File: src/rtl/ex_mc_pkg.sv
// Shared op codes, forward selects, FSM state type and control bundle for the
// multi-cycle execute stage.
package ex_mc_pkg;

  localparam logic [3:0] OP_SUB = 4'd0;
  localparam logic [3:0] OP_ADD = 4'd1;
  localparam logic [3:0] OP_SLT = 4'd2;
  localparam logic [3:0] OP_AND = 4'd3;
  localparam logic [3:0] OP_OR  = 4'd4;
  localparam logic [3:0] OP_XOR = 4'd5;
  localparam logic [3:0] OP_SHL = 4'd6;
  localparam logic [3:0] OP_SHR = 4'd7;
  localparam logic [3:0] OP_MUL = 4'd8;

  localparam logic [1:0] FWD_RF   = 2'd0;
  localparam logic [1:0] FWD_MEM  = 2'd1;
  localparam logic [1:0] FWD_WB   = 2'd2;
  localparam logic [1:0] FWD_RF_B = 2'd3;

  typedef enum logic [1:0] {
    ST_IDLE     = 2'd0,
    ST_MUL_BUSY = 2'd1,
    ST_MUL_DONE = 2'd2
  } mc_state_e;

  typedef struct packed {
    logic reg_write;
    logic mem_read;
    logic mem_write;
    logic mem_to_reg;
    logic branch;
    logic mov;
    logic valid;
  } ctrl_t;

endpackage

File: src/rtl/ex_iter_mul.sv
// Iterative shift-add multiplier: one partial product per cycle, DATA_WIDTH
// cycles, low DATA_WIDTH bits kept. Only built when EX_MC_MUL_EN is defined.
`ifdef EX_MC_MUL_EN
module ex_iter_mul #(
  parameter int DATA_WIDTH = 16
) (
  input  logic                  clk,
  input  logic                  rst,
  input  logic                  clr_i,
  input  logic                  start_i,
  input  logic [DATA_WIDTH-1:0] a_i,
  input  logic [DATA_WIDTH-1:0] b_i,
  output logic                  done_o,
  output logic [DATA_WIDTH-1:0] product_o
);

  localparam int CW = $clog2(DATA_WIDTH);

  logic [DATA_WIDTH-1:0] mcand_q, mcand_d;
  logic [DATA_WIDTH-1:0] mplier_q, mplier_d;
  logic [DATA_WIDTH-1:0] acc_q, acc_d;
  logic [CW-1:0]         cnt_q, cnt_d;
  logic                  run_q, run_d;
  logic                  last_s;

  // done_o flags the final step so the owner can change state on the same edge
  assign last_s    = run_q && (cnt_q == CW'(DATA_WIDTH - 1));
  assign done_o    = last_s;
  assign product_o = acc_q;

  always_comb begin
    mcand_d  = mcand_q;
    mplier_d = mplier_q;
    acc_d    = acc_q;
    cnt_d    = cnt_q;
    run_d    = run_q;
    if (clr_i) begin
      mcand_d  = '0;
      mplier_d = '0;
      acc_d    = '0;
      cnt_d    = '0;
      run_d    = 1'b0;
    end else if (start_i) begin
      mcand_d  = a_i;
      mplier_d = b_i;
      acc_d    = '0;
      cnt_d    = '0;
      run_d    = 1'b1;
    end else if (run_q) begin
      if (mplier_q[0]) begin
        acc_d = acc_q + mcand_q;
      end else begin
        acc_d = acc_q;
      end
      mcand_d  = mcand_q << 1;
      mplier_d = mplier_q >> 1;
      cnt_d    = cnt_q + CW'(1);
      run_d    = !last_s;
    end else begin
      run_d = 1'b0;
    end
  end

  always_ff @(posedge clk) begin
    if (rst) begin
      mcand_q  <= '0;
      mplier_q <= '0;
      acc_q    <= '0;
      cnt_q    <= '0;
      run_q    <= 1'b0;
    end else begin
      mcand_q  <= mcand_d;
      mplier_q <= mplier_d;
      acc_q    <= acc_d;
      cnt_q    <= cnt_d;
      run_q    <= run_d;
    end
  end

endmodule
`endif

File: src/rtl/ex_mc_stage.sv
// Execute stage with forwarding, single-cycle ALU and EX/MEM register.
// EX_MC_MUL_EN adds the iterative MUL op, its FSM and the busy_o stall request.
module ex_mc_stage
  import ex_mc_pkg::*;
#(
  parameter int DATA_WIDTH = 16,
  parameter int ADDR_WIDTH = 8,
  parameter int REG_WIDTH  = 4,
  parameter int IMM_WIDTH  = 8
) (
  input  logic                  clk,
  input  logic                  rst,
  input  logic                  validE_i,
  input  logic [ADDR_WIDTH-1:0] pcE_i,
  input  logic [IMM_WIDTH-1:0]  immE_i,
  input  logic [REG_WIDTH-1:0]  rsE_i,
  input  logic [REG_WIDTH-1:0]  rdE_i,
  input  logic [DATA_WIDTH-1:0] r1_data_i,
  input  logic [DATA_WIDTH-1:0] r2_data_i,
  input  logic [3:0]            aluopE_i,
  input  logic                  RegWriteE_i,
  input  logic                  RegDstE_i,
  input  logic                  MemReadE_i,
  input  logic                  MemWriteE_i,
  input  logic                  MemToRegE_i,
  input  logic                  BranchE_i,
  input  logic                  MovE_i,
  input  logic [1:0]            fwd1_i,
  input  logic [1:0]            fwd2_i,
  input  logic [DATA_WIDTH-1:0] WBResultM_i,
  input  logic [DATA_WIDTH-1:0] ResultW_i,
  input  logic                  flush_i,
  input  logic                  stall_i,
  output logic                  busy_o,
  output logic [ADDR_WIDTH-1:0] PCM_o,
  output logic [DATA_WIDTH-1:0] WriteDataM_o,
  output logic [DATA_WIDTH-1:0] alu_outM_o,
  output logic [IMM_WIDTH-1:0]  immM_o,
  output logic [REG_WIDTH-1:0]  rsM_o,
  output logic [REG_WIDTH-1:0]  WriteRegM_o,
  output logic                  RegWriteM_o,
  output logic                  MemReadM_o,
  output logic                  MemWriteM_o,
  output logic                  MemToRegM_o,
  output logic                  BranchM_o,
  output logic                  MovM_o,
  output logic                  validM_o
);

  localparam int SHW = $clog2(DATA_WIDTH);

  typedef struct packed {
    logic [ADDR_WIDTH-1:0] pc;
    logic [DATA_WIDTH-1:0] wd;
    logic [DATA_WIDTH-1:0] alu;
    logic [IMM_WIDTH-1:0]  imm;
    logic [REG_WIDTH-1:0]  rs;
    logic [REG_WIDTH-1:0]  wr;
    ctrl_t                 ctrl;
  } exmem_t;

  logic [DATA_WIDTH-1:0] op1_s, op2_s, alu_s;
  exmem_t                e_s, ld_s, exmem_q, exmem_d;

  always_comb begin
    case (fwd1_i)
      FWD_MEM: op1_s = WBResultM_i;
      FWD_WB:  op1_s = ResultW_i;
      default: op1_s = r1_data_i;
    endcase
    case (fwd2_i)
      FWD_MEM: op2_s = WBResultM_i;
      FWD_WB:  op2_s = ResultW_i;
      default: op2_s = r2_data_i;
    endcase
  end

  // MUL falls to default here; when enabled it is produced by the multiplier
  always_comb begin
    case (aluopE_i)
      OP_SUB:  alu_s = op1_s - op2_s;
      OP_ADD:  alu_s = op1_s + op2_s;
      OP_SLT:  alu_s = {{(DATA_WIDTH-1){1'b0}}, (op1_s < op2_s)};
      OP_AND:  alu_s = op1_s & op2_s;
      OP_OR:   alu_s = op1_s | op2_s;
      OP_XOR:  alu_s = op1_s ^ op2_s;
      OP_SHL:  alu_s = op1_s << op2_s[SHW-1:0];
      OP_SHR:  alu_s = op1_s >> op2_s[SHW-1:0];
      default: alu_s = '0;
    endcase
  end

  always_comb begin
    e_s.pc              = pcE_i;
    e_s.wd              = op1_s;
    e_s.alu             = alu_s;
    e_s.imm             = immE_i;
    e_s.rs              = rsE_i;
    e_s.wr              = RegDstE_i ? rsE_i : rdE_i;
    e_s.ctrl.reg_write  = RegWriteE_i;
    e_s.ctrl.mem_read   = MemReadE_i;
    e_s.ctrl.mem_write  = MemWriteE_i;
    e_s.ctrl.mem_to_reg = MemToRegE_i;
    e_s.ctrl.branch     = BranchE_i;
    e_s.ctrl.mov        = MovE_i;
    e_s.ctrl.valid      = validE_i;
  end

`ifdef EX_MC_MUL_EN
  mc_state_e             state_q, state_d;
  exmem_t                lat_q, lat_d;
  logic                  start_s, mul_done_s;
  logic [DATA_WIDTH-1:0] product_s;

  // A flushed instruction never starts a multiply
  assign start_s = (state_q == ST_IDLE) && validE_i && (aluopE_i == OP_MUL) && !flush_i;

  ex_iter_mul #(.DATA_WIDTH(DATA_WIDTH)) u_mul (
    .clk       (clk),
    .rst       (rst),
    .clr_i     (flush_i),
    .start_i   (start_s),
    .a_i       (op1_s),
    .b_i       (op2_s),
    .done_o    (mul_done_s),
    .product_o (product_s)
  );

  always_ff @(posedge clk) begin
    if (rst) begin
      state_q <= ST_IDLE;
      lat_q   <= '0;
    end else begin
      state_q <= state_d;
      lat_q   <= lat_d;
    end
  end

  always_comb begin
    state_d = state_q;
    lat_d   = lat_q;
    if (start_s) begin
      lat_d = e_s;
    end else if (flush_i) begin
      lat_d = '0;
    end else begin
      lat_d = lat_q;
    end
    case (state_q)
      ST_IDLE:     state_d = start_s ? ST_MUL_BUSY : ST_IDLE;
      ST_MUL_BUSY: state_d = flush_i ? ST_IDLE : (mul_done_s ? ST_MUL_DONE : ST_MUL_BUSY);
      ST_MUL_DONE: state_d = flush_i ? ST_IDLE : (stall_i ? ST_MUL_DONE : ST_IDLE);
      default:     state_d = ST_IDLE;
    endcase
  end

  always_comb begin
    busy_o = 1'b0;
    ld_s   = '0;
    case (state_q)
      ST_IDLE: begin
        busy_o = start_s;
        if (!start_s && validE_i) begin
          ld_s = e_s;
        end else begin
          ld_s = '0;
        end
      end
      ST_MUL_BUSY: begin
        busy_o = 1'b1;
        ld_s   = '0;
      end
      ST_MUL_DONE: begin
        busy_o = stall_i;
        ld_s   = lat_q;
        ld_s.alu = product_s;
      end
      default: begin
        busy_o = 1'b0;
        ld_s   = '0;
      end
    endcase
  end
`else
  assign busy_o = 1'b0;

  always_comb begin
    if (validE_i) begin
      ld_s = e_s;
    end else begin
      ld_s = '0;
    end
  end
`endif

  always_comb begin
    if (flush_i) begin
      exmem_d = '0;
    end else if (stall_i) begin
      exmem_d = exmem_q;
    end else begin
      exmem_d = ld_s;
    end
  end

  always_ff @(posedge clk) begin
    if (rst) begin
      exmem_q <= '0;
    end else begin
      exmem_q <= exmem_d;
    end
  end

  assign PCM_o        = exmem_q.pc;
  assign WriteDataM_o = exmem_q.wd;
  assign alu_outM_o   = exmem_q.alu;
  assign immM_o       = exmem_q.imm;
  assign rsM_o        = exmem_q.rs;
  assign WriteRegM_o  = exmem_q.wr;
  assign RegWriteM_o  = exmem_q.ctrl.reg_write;
  assign MemReadM_o   = exmem_q.ctrl.mem_read;
  assign MemWriteM_o  = exmem_q.ctrl.mem_write;
  assign MemToRegM_o  = exmem_q.ctrl.mem_to_reg;
  assign BranchM_o    = exmem_q.ctrl.branch;
  assign MovM_o       = exmem_q.ctrl.mov;
  assign validM_o     = exmem_q.ctrl.valid;

endmodule

File: config.mk
export PLATFORM = sky130hd
export DESIGN_NAME = ex_mc_stage
export DESIGN_NICKNAME = d
export VERILOG_FILES = /design/src/rtl/ex_mc_pkg.sv /design/src/rtl/ex_iter_mul.sv /design/src/rtl/ex_mc_stage.sv
export SDC_FILE = /design/constraint.sdc
export NUM_CORES = 1
export LEC_CHECK = 0
export ABC_AREA = 0
export CAP_MARGIN = 10
export CORE_MARGIN = 4
export CORE_UTILIZATION = 40
export DETAILED_ROUTE_END_ITERATION = 12
export GPL_TIMING_DRIVEN = 1
export PLACE_DENSITY = 0.77
export SKIP_CTS_REPAIR_TIMING = 1
export SLEW_MARGIN = 20
export SYNTH_ARGS = -nofsm -noshare
export SYNTH_HDL_FRONTEND = slang
export SYNTH_SLANG_ARGS = --single-unit
File: constraint.sdc
create_clock -name clk -period 7.7 [get_ports clk]
set_input_delay 1.54 -clock clk [delete_from_list [all_inputs] [get_ports clk]]
set_output_delay 1.54 -clock clk [all_outputs]
set_load 0.1 [all_outputs]
==> qor.yml <==
grt:
  gr-usage-all-layers: 0.289
  grt_max_degree: 72
  overflow: 0
  grt_first_pass_wirelength_mm: 41.8
  antenna_found_initial: 0
  grt_pass1_vias: 7209
routing:
  ant_nets: 0
  routedLengthMet1_mm: 11.3
  wl_met3_mm: 3.34
  wl_per_cell_um: 21.9
  vias: 7760
  routed-wl-met2_mm: 11.4
  top_layer_used: "met4"
  viasPerCell: 6.15
  finalWirelength_mm: 27.6
  first_pass_iters: 5
  drc: 0
  drtIter0Drc: 934
die:
  dieArea_um2: 18800
  initial_core_util: 0.414
  die_x_um: 137
  coreArea_um2: 16100
  io_pins: 172
  placementRows: 46
  die_h_um: 137
min_path:
  whs_endpoint: "validM_o"
  hold_start: "validM_o"
  hold_depth: 2
  min_path_type: "register to register"
run:
  drv_cap: 0
status:
  status: "complete, no violations"
clock_network:
  clk_latency_ns: 0.34
  clk_pin_slew_ns: 0.06
  cts_tree: "done"
  cts_buffers: 9
  clk_path_buf_depth: 2
  root_buffer: "clkbuf_16"
  htree_levels: 3
  clock-sinks: 63
logic_synthesis:
  syn_area_per_cell_um2: 7.29
  synthFlopType: "dfxtp_1"
  seq_area_frac_synth: 0.189
  synthesis.nets: 1079
  synth_cells: 915
  yosys_register_bits: 63
  ys_types: 79
  syn_area_um2: 6670
  synthArstFlopShare: 0
  yosysWarnings: 0
  synth_edf_count: 0
sta:
  finalCriticalPeriod_ns: 5.95
  hold_viol_final: 0
  rsz0062_at_grt: "false"
  final-max-slew-violation-count: 0
  clock.fmax_ghz: 0.168
  relSlewSlack: 0.265
  fin_skew_ns: 0
  fin_setup_tns_ns: 0
  tightestPinTransition_ns: 1.09
  min_period_over_period: 0.773
  setup_viol: 0
  holdWs_ns: 0.497
critical_path:
  r2r_cells: 6
  critPathRequiredTime_ns: 7.95
  r2r_setup_slack_ns: 5.78
  endpoint_kind: "register"
  critPathLaunchType: "input pin"
  r2r_start: "alu_outM_o[12]"
  critPathKind: "input pin to register"
  crit_fanout: 32
  reg2reg_to: "alu_outM_o[12]"
  cp_data_arrival_time_ns: 6.21
final_layout:
  layout_commonest_cell: "clkdlybuf4s50_1"
  syn2layout_area_growth_pct: 30.9
  utilization: 0.542
  diodes: 0
  num-fill-cells: 1583
  layout_common_cells: "clkdlybuf4s50_1 (169), nor2_1 (112), nand2_1 (104)"
  drive_gt1_frac: 0.0699
  final_cells: 1261
  final_nets: 1205
pwr:
  netSwitchingFraction: 0.422
  p_clk_frac: 0.281
  combPwrFrac: 0.490
  p_seq_frac: 0.229
  powerDensity_nw_per_um2: 168
  p_int_uw: 848
  p_sw_uw: 619
  peakVddDrop_mv: 0.132
  leakagePower_nw: 3.32
placed_design:
  gp_congestion: 1.02
  hpwl_mm: 20.6
  portBuffers: 170
  post-place-cells: 1246
==> cell usage after synthesis, types with 4 or more instances <==
library cell	n	area (µm²)
o22ai_1	9	56.3
buf_1	4	15.0
a221oi_1	8	70.1
o21a_1	4	30.0
nand2b_1	16	100
nand3_1	12	60.1
ha_1	54	676
buf_2	12	60.1
a2bb2oi_1	5	43.8
nand2_1	104	390
a31oi_1	12	75.1
a211oi_1	8	60.1
nor2_1	112	420
or2_2	6	37.5
o211ai_1	9	67.6
mux2_2	10	113
o21bai_1	4	30.0
nor4_1	5	31.3
nor3_1	14	70.1
o21ai_0	57	285
dfxtp_1	63	1260
clkbuf_1	44	165
a22oi_1	80	601
inv_1	46	173
o31ai_1	8	60.1
mux2i_1	36	360
buf_6	5	56.3
a21o_1	5	37.5
o21ai_2	4	35.0
a221o_1	4	40.0
a21oi_1	50	250
xnor2_1	7	61.3
o221ai_1	4	35.0
nor2b_1	8	50.1
and2_1	6	37.5
o21ai_1	15	75.1
==> worst max path at each step <==
stage / start / end / slack [ns]
CTS: fwd1_i[0] / alu_outM_o[0] / 1.86
finish: fwd1_i[0] / alu_outM_o[0] / 1.75
floorplan: fwd2_i[0] / alu_outM_o[12] / 2.59
detailed placement: fwd1_i[0] / alu_outM_o[0] / 1.49
global placement: fwd2_i[0] / alu_outM_o[0] / 1.62
global route: fwd1_i[0] / alu_outM_o[0] / 1.39
==> sequential cells by signal, summed over array words and instances, names as in the netlist <==
signal        cells
MemReadM_o        1
immM_o            8
WriteRegM_o       4
MemToRegM_o       1
alu_outM_o       16
MemWriteM_o       1
PCM_o             8
RegWriteM_o       1
MovM_o            1
WriteDataM_o     16
rsM_o             4
BranchM_o         1
validM_o          1
==> metal layers <==
layer / up-vias / global-route usage
li1: 3595 / -
met1: 3566 / 0.395
met2: 505 / 0.404
met3: 94 / 0.0895
met4: 0 / 0.151
met5: - / 0
==> area by class of cell <==
| cell class | instances | area [µm²] | area share |
|---|---|---|---|
| repair buffers | 185 | 1810 | 0.207 |
| multi-input cells | 733 | 4910 | 0.562 |
| clock buffers | 10 | 239 | 0.0274 |
| inverters | 49 | 184 | 0.0211 |
| flip-flops and latches | 63 | 1260 | 0.144 |
| well taps | 216 | 270 | 0.0309 |
| clock inverters | 5 | 58.8 | 0.00673 |
==> worst max-delay path, stage by stage <==
cell and delay (ns):
clkdlybuf4s50_1 0.49, inv_1 0.05, ha_1 0.92, o21ai_1 0.35, inv_1 0.21, ha_1 0.17, inv_1 0.05, fa_1 0.48
a21o_1 0.24, a2111oi_2 0.32, nor4_1 0.15, o41ai_4 0.46, nor3_1 0.11, nor3_1 0.25, o221ai_1 0.17, a311oi_1 0.23
==> through the flow <==
| stage | total power, mW | setup slack (ns) | area (µm²) |
|---|---|---|---|
| 6_report | 1.47 | 1.75 | 8730 |
| 5_1_grt | 1.54 | 1.39 | 8730 |
| 4_1_cts | 1.45 | 1.86 | 8720 |
| 3_5_place_dp | 1.03 | 1.49 | 8430 |
| 3_3_place_gp | 1.04 | 1.62 | 8430 |
| 2_1_floorplan | 0.814 | 2.59 | 6670 |
==> power groups by stage <==
stage,Combinational [mW],Sequential [mW],Clock (mW)
global route,0.770,0.336,0.431
global placement,0.693,0.342,0
finish,0.719,0.335,0.412
detailed placement,0.691,0.342,0
floorplan,0.430,0.384,0
CTS,0.695,0.335,0.421
==> cells by family (layout without fill, tap and decap cells) <==
logic type / Yosys count / in the layout / share of synthesized area
AND/OR/NAND/NOR: 295 / 295 / 0.193
AO/OA/AOI/OAI: 323 / 323 / 0.337
other: 1 / 1 / 0.000562
adder cells (fa/ha/maj): 56 / 56 / 0.107
flip-flops: 63 / 63 / 0.189
XOR/XNOR: 7 / 7 / 0.00919
buffers and inverters: 119 / 249 / 0.0784
multiplexers: 51 / 51 / 0.0859
Note: power is estimated with default switching activity, not from simulation.
